$ cat src/rtl/lycan_globals_pkg.sv
// Shared types and default constants for the Lycan USB datapath.
package lycan_globals;

    localparam int USB_PACKET_WIDTH   = 32;
    localparam int MAX_BURST_DEFAULT  = 256;
    localparam int RST_CYCLES_DEFAULT = 16;

    typedef enum logic [2:0] {
        RST_HOLD,
        IDLE,
        RD_OE,
        RD_BURST,
        RD_END,
        WR_BURST,
        WR_END
    } ft601_state_t;

    typedef enum logic {
        READ,
        WRITE
    } dir_t;

endpackage

$ cat src/rtl/ft601_sync_fifo_if.sv
// FT601 245-synchronous-FIFO strobe controller with fair, bounded-burst
// arbitration between host reads (inbound FIFO) and device writes (FWFT outbound FIFO).
//
// state    | meaning
// RST_HOLD | FT601 held in reset, then wait for peripherals
// IDLE     | strobes high, buses released, arbitrate
// RD_OE    | FT601 output enable asserted one cycle before RD
// RD_BURST | OE+RD low, one word pushed per cycle with data
// RD_END   | turnaround before the bus can change owner
// WR_BURST | FPGA drives data/BE, WR low while FIFO head valid
// WR_END   | release buses before anything else
module ft601_sync_fifo_if
    import lycan_globals::*;
#(
    parameter int DATA_WIDTH = USB_PACKET_WIDTH,
    parameter int MAX_BURST  = MAX_BURST_DEFAULT,
    parameter int RST_CYCLES = RST_CYCLES_DEFAULT
) (
    input  logic                    clk,
    input  logic                    rst_l,
    input  logic                    usb_tx_full,
    input  logic                    usb_rx_empty,
    output logic                    usb_wren_l,
    output logic                    usb_rden_l,
    output logic                    usb_outen_l,
    output logic                    usb_rst_l,
    output logic                    usb_data_tri,
    input  logic [DATA_WIDTH/8-1:0] be_in,
    output logic [DATA_WIDTH/8-1:0] be_out,
    output logic                    be_tri,
    output logic                    rx_push,
    output logic [DATA_WIDTH/8-1:0] rx_be,
    input  logic                    rx_almost_full,
    input  logic                    tx_avail,
    output logic                    tx_pop,
    input  logic                    periph_ready
);

    localparam int CNT_W = $clog2(MAX_BURST + 1);
    localparam int RST_W = $clog2(RST_CYCLES + 1);
    localparam logic [CNT_W-1:0] BURST_MAX  = CNT_W'(MAX_BURST);
    localparam logic [CNT_W-1:0] BURST_LAST = CNT_W'(MAX_BURST - 1);

    ft601_state_t     state, state_nxt;
    dir_t             last_dir, last_dir_nxt;
    logic [CNT_W-1:0] burst_cnt, burst_cnt_nxt;
    logic [RST_W-1:0] rst_cnt;

    logic rd_req, wr_req;
    logic burst_at_max, burst_at_last;
    logic rd_done, wr_done;

    assign rd_req = ~usb_rx_empty & ~rx_almost_full;
    assign wr_req = ~usb_tx_full & tx_avail;

    // Burst limit counts the word transferred in the current cycle, so the
    // limit-th word is the last one of the burst.
    assign burst_at_max  = (burst_cnt == BURST_MAX);
    assign burst_at_last = (burst_cnt == BURST_LAST);
    assign rd_done = burst_at_max | (~usb_rx_empty & burst_at_last);
    assign wr_done = burst_at_max | (tx_avail & ~usb_tx_full & burst_at_last);

    assign usb_rst_l = ~((state == RST_HOLD) && (rst_cnt != '0));
    assign be_out    = '1;
    assign rx_be     = rx_push ? be_in : '0;

    always_ff @(posedge clk or negedge rst_l) begin
        if (!rst_l) begin
            state     <= RST_HOLD;
            last_dir  <= WRITE;
            burst_cnt <= '0;
            rst_cnt   <= RST_W'(RST_CYCLES);
        end else begin
            state     <= state_nxt;
            last_dir  <= last_dir_nxt;
            burst_cnt <= burst_cnt_nxt;
            if ((state == RST_HOLD) && (rst_cnt != '0))
                rst_cnt <= rst_cnt - RST_W'(1);
        end
    end

    always_comb begin
        state_nxt     = state;
        last_dir_nxt  = last_dir;
        burst_cnt_nxt = burst_cnt;
        usb_wren_l    = 1'b1;
        usb_rden_l    = 1'b1;
        usb_outen_l   = 1'b1;
        usb_data_tri  = 1'b1;
        be_tri        = 1'b1;
        rx_push       = 1'b0;
        tx_pop        = 1'b0;

        case (state)
            RST_HOLD: begin
                if ((rst_cnt == '0) && periph_ready)
                    state_nxt = IDLE;
            end
            IDLE: begin
                burst_cnt_nxt = '0;
                if (rd_req && wr_req)
                    state_nxt = (last_dir == WRITE) ? RD_OE : WR_BURST;
                else if (rd_req)
                    state_nxt = RD_OE;
                else if (wr_req)
                    state_nxt = WR_BURST;
            end
            RD_OE: begin
                usb_outen_l   = 1'b0;
                burst_cnt_nxt = '0;
                state_nxt     = RD_BURST;
            end
            RD_BURST: begin
                usb_outen_l = 1'b0;
                usb_rden_l  = 1'b0;
                rx_push     = ~usb_rx_empty;
                if (rx_push && !burst_at_max)
                    burst_cnt_nxt = burst_cnt + CNT_W'(1);
                if (usb_rx_empty || rx_almost_full || (rd_done && wr_req))
                    state_nxt = RD_END;
            end
            RD_END: begin
                last_dir_nxt = READ;
                state_nxt    = IDLE;
            end
            WR_BURST: begin
                usb_data_tri = 1'b0;
                be_tri       = 1'b0;
                // WR only strobes on a valid FWFT head; a word leaves the FIFO
                // only when the FT601 actually samples it.
                usb_wren_l   = ~tx_avail;
                tx_pop       = tx_avail & ~usb_tx_full;
                if (tx_pop && !burst_at_max)
                    burst_cnt_nxt = burst_cnt + CNT_W'(1);
                if (!tx_avail || usb_tx_full || (wr_done && rd_req))
                    state_nxt = WR_END;
            end
            WR_END: begin
                last_dir_nxt = WRITE;
                state_nxt    = IDLE;
            end
            default: state_nxt = RST_HOLD;
        endcase
    end

endmodule

$ cat config.mk
export PLATFORM = sky130hd
export DESIGN_NAME = ft601_sync_fifo_if
export DESIGN_NICKNAME = d
export VERILOG_FILES = /design/src/rtl/lycan_globals_pkg.sv /design/src/rtl/ft601_sync_fifo_if.sv
export SDC_FILE = /design/constraint.sdc
export NUM_CORES = 1
export LEC_CHECK = 0
export CORE_MARGIN = 8
export CORE_UTILIZATION = 53
export CTS_CLUSTER_SIZE = 30
export DETAILED_ROUTE_END_ITERATION = 8
export PLACE_DENSITY = 0.94
export SKIP_CTS_REPAIR_TIMING = 1
export SYNTH_ARGS = -nofsm -noshare
export SYNTH_HDL_FRONTEND = slang
export SYNTH_SLANG_ARGS = --single-unit
$ cat constraint.sdc
create_clock -name clk -period 3.1 [get_ports clk]
set_input_delay 0.62 -clock clk [delete_from_list [all_inputs] [get_ports clk]]
set_output_delay 0.62 -clock clk [all_outputs]
set_load 0.02 [all_outputs]
# == Word level (Yosys, flattened, before mapping) ==
# Cells that the tools add are included.
# Widths: inputs -> output; s select.
# totals
register_bits,18
# op_classes
eq_ne,14
muxes,19
add_sub_neg,2
bitwise,11
reduce_logical,23
# op_table
op,n
$pmux 9 s3,1
$mux 3,7
$mux 9,2
$pmux 3 s6,1
$add 9x1->9 const B,1
$eq 3x3->1 const B,3
$eq 9x8->1 const B,1
$eq 9x9->1 const B,1
$ne 2x2->1 const B,4
$logic_and 1x1->1,7
$eq 3x2->1 const B,2
$mux 1,6
$reduce_or 2->1,3
$logic_not 5->1,1
$not 1->1,5
$reduce_bool 5->1,1
$sub 5x1->5 const B,1
$and 1x1->1,4
$logic_or 1x1->1,4
$mux 4,1
$ne 4x4->1 const B,1
$reduce_and 4->1,1
$eq 3x1->1 const B,1
$logic_not 3->1,1
other kinds (7),9

# == Depth between registers and ports, before layout ==
# Gate-level depths: netlist of run 1.
# depth
ltp_word,8
depth_mapped,8
ltp_nobuf,8

# == Least setup slack after synthesis of run 1 ==
# OpenSTA, ideal clock, no wires.
# synth_path
path_kind,register to output
startpoint,register state[2]
endpoint,output rx_be[0]
path_slack_ps,939
required_time_ps,2480
arrival_ps,1541
path_buffers,0
path_stages_with_launch,4
path_cell_list,dfrtp_1 nand3b_1 nor2_1 and2_1
# synth_between
elab_chain_cells,3
# synth_lines
item,line,source
"start, declared",ft601_sync_fifo_if.sv:44,"ft601_state_t state, state_nxt;"
"start signal, assigned",ft601_sync_fifo_if.sv:74,state <= state_nxt;
$eq 3x2->1,ft601_sync_fifo_if.sv:94,case (state)
$mux 1,ft601_sync_fifo_if.sv:94,
named net rx_push,ft601_sync_fifo_if.sv:31,"output logic rx_push,"
$mux 4,ft601_sync_fifo_if.sv:65,assign rx_be = rx_push ? be_in : '0;
"end, declared",ft601_sync_fifo_if.sv:32,"output logic [DATA_WIDTH/8-1:0] rx_be,"
# The timed path passes the listed nets, and every way through them passes these cells.

# == Final worst setup path of run 1 ==
# layout_path
startpoint,register state[0]
endpoint,output rx_be[3]
# layout_between
elab_chain_cells,3
# layout_lines
item,line
$eq 3x2->1,ft601_sync_fifo_if.sv:94
$mux 1,ft601_sync_fifo_if.sv:94
$mux 4,ft601_sync_fifo_if.sv:65
# Every way passes these cells.

==> results.txt, run 1 <==
----------------------------------------------------
[Place]
  Placed wire-length estimate after detailed placement ... roughly 2.2 mm
  Cell count after placement ... 176
  Minimum setup slack after placement ... 0.3407 ns
  Final GP Congestion ... 0.8267
  Number of buffer cells added on primary ports ... 22
  Cell area reported after detailed placement ... 1380 um^2

[Floorplanning]
  Die Span X ... 62.71 um
  Row Count ... 17
  Die Span Y ... 62.71 um
  Area of the die ... 3932 um^2
  Area of the core ... 2127 um^2
  I/O Pins ... 27
  Initial core utilization ... 54.35%

[STA]
  Unrepaired setup endpoints after global routing ... false
  Max Slew Vio Count ... 0
  Headroom to the max-slew limit ... about 45%
  Final Hold Violating Endpoints ... 0
  Sum Neg Setup Slack ... 0 ns
  Tightest Pin Transition ... 0.8259 ns
  Tightest hold margin ... between 0.5 and 0.6 ns
  Highest clock frequency the design can meet ... 0.3501 GHz
  Worst path setup slack after routing ... roughly 0.24 ns
  Final setup vio count ... 0
  Largest clock skew in the final design ... 0.003013 ns
  Final min period ... 2.856 ns
  Final worst path period share ... 92.13%

[Critical path]
  Setup crit start kind ... flip-flop
  Category of the critical setup timing path ... reg2out
  Critical-path cell list ... nand3b_1 -> nor2_1 -> and2_1 -> clkdlybuf4s50_1
  Data required time of the worst path ... 2.48 ns
  Slowest stage cell on the critical path ... clkdlybuf4s50_1
  Worst setup path startpoint ... state[0]
  Worst r2r src ... burst_cnt[0]
  Arrival time at the worst endpoint ... 2.24 ns
  Worst setup EP type ... output pin
  Critical path peak fanout ... 12
  Largest incremental delay on the critical path ... 0.61 ns

[Global routing]
  Largest net degree at the start of global routing ... 19
  Total overflow reported by the global router ... 0
  Wire length of the first global-routing pass ... 4.795 mm
  Number of global-route vias before repair ... ~1100
  Total global routing track utilization ... 14.60%
  Initial antenna violation count ... 0

[Clock tree]
  Root Buffer ... clkbuf_4
  CTS Buf Count ... 3
  Latest clock arrival within the worst-skew pair ... ~0.3 ns
  Number of H-tree levels ... 1
  Number of clock sinks ... 18
  Clock slew at the register clock pins of the worst setup and hold paths ... ~0.11 ns
  Maximum root-to-sink buffer count ... 2
  Clock tree from TritonCTS ... done

[Detailed routing]
  Starting DRT DRC Count ... 33
  Post-DR wirelength/cell ... 15.47 um
  Pre-antenna DRT Iters ... 4
  Avg Vias per Cell ... 5.706
  Total routed wirelength ... about 2.8 mm
  Via count ... 1027
  DRC violations left ... 0
  Post-route antenna net violation count ... 0

[Layout]
  Non-filler cells in the finished layout ... 180
  Sequential standard cell area ... roughly 450 um^2
  Share of the core filled with cells ... 66.65%
  Antenna Diode Count ... 0
  Layout cells sized above 1 ... 10.53%
  Most frequent cells in the layout ... 22 x clkdlybuf4s50_1, 15 x dfrtp_1, 12 x nor2_1
  Combined area of the multi-input logic cells ... roughly 630 um^2
  Post-Layout Inst Area ... 1418 um^2
  Fillcell total ... 170
  Most frequent standard cell in the layout excluding fill and tap cells ... clkdlybuf4s50_1
  Nets ... 169
  Area delta synth->final ... 22.62%

[Synth]
  Synthesized cell area ... 1156 um^2
  Flops & latches, synth ... 18
  Top FF cell, synth ... dfrtp_1
  Cell taking the most area after synthesis ... dfrtp_1
  Mean cell area of the mapped netlist ... just under 9 um^2
  Ys Warns ... 0
  Cells after Synth ... 130
  Top-area cell type share of the netlist area ... between 30% and 40%
  Count of different cell masters after synthesis ... 37
  Number of enable-type register cells in the synthesized netlist ... 0
  Share of the yosys chip area belonging to registers ... 39.18%
  Top cells by area, synth ... dfrtp_1 35%, ha_1 5.4%, dfstp_2 4.5%
  Async set-or-reset flop fraction in the synthesized netlist ... 100.0%

[Worst hold path]
  Hold Crit Start ... rst_cnt[3]
  Worst min-delay path category ... reg2reg

[Pwr]
  Power density over the cells ... 679.4 nW/um^2
  Design Power ... 963.1 uW
  Worst IR drop on VDD ... around 520 uV
  Leakage power total ... 0.5892 nW

[Status]
  Result of the run ... finished, final reports clean

[Flow run]
  Number of max-capacitance violations reported ... 0

----------------------------------------------------
## worst max-delay path, delay by kind of cell (launching register included)
kind,cells,cell delay (ns)
buffers and inverters,1,0.61
flip-flops,1,0.60
AND/OR/NAND/NOR,3,0.72
## cells by family (layout without fill, tap and decap cells)
| kind of cell | Yosys count | after routing | synth area share (%) |
|---|---|---|---|
| buffers and inverters | 17 | 36 | 7.575 |
| adders and majority gates | 5 | 5 | 5.411 |
| AOI/OAI and AO/OA | 30 | 30 | 17.97 |
| and+or+nand+nor | 53 | 53 | 25.00 |
| DFF | 18 | 18 | 39.18 |
| other | 1 | 4 | 0.3244 |
| xor gates and xnor gates | 6 | 6 | 4.546 |
## per-layer routing
metal	GRT usage, %	wire length [um]	vias up
li1	-	-	499
met1	16.21	1169	489
met2	25.23	1431	34
met3	4.122	134	5
met4	6.553	51	0
met5	0	0	-
## state kept, by name (all words and copies together) (netlist names)
signal and cells:
last_dir 1, burst_cnt 9, state 3, rst_cnt 5
## power by group
part / internal [mW] / switching, mW / total [mW]
sequential: 0.274 / 0.0649 / 0.339
combinational: 0.196 / 0.277 / 0.473
clock: 0.0717 / 0.0792 / 0.151
## Yosys cell counts, types with 2 or more instances
library cell,number
nor2_1,12
o21ai_0,6
dfrtp_1,16
o31ai_1,4
xor2_1,3
or4_1,2
nand3b_1,2
ha_1,5
nor4b_1,2
nand3_1,7
a21oi_1,9
nand2_1,8
nor4_1,2
nand2b_1,3
xnor2_1,3
buf_4,6
dfstp_2,2
nor3_1,5
or3_2,3
and2_1,5
inv_1,8
clkbuf_1,2
## final cells by class
class	count	share of cell area, %
Timing Repair Buffer	24	16.59
Inverter	8	2.118
Clock buffer	4	2.560
Multi-Input combinational cell	98	44.22
Tap cell	28	2.471
Sequential cell	18	32.04
## final timing paths
path	cells past startpoint	slack (ns)	endpoint
worst max-delay path	4	0.24	rx_be[3]
worst min-delay path	1	0.51	rst_cnt[3]
worst max register to register	7	0.65	burst_cnt[7]
worst min register to register	1	0.51	rst_cnt[3]
max in group asynchronous	1	1.76	state[1]
min in group asynchronous	1	0.78	burst_cnt[7]
No activity file was read; power rests on OpenSTA's default activity.
==> inputs of run 2 (changes only) <==
- SLEW_MARGIN: not set -> 5
==> results of run 2 <==
The final DEF is identical to that of run 1; final timing and power are the same.
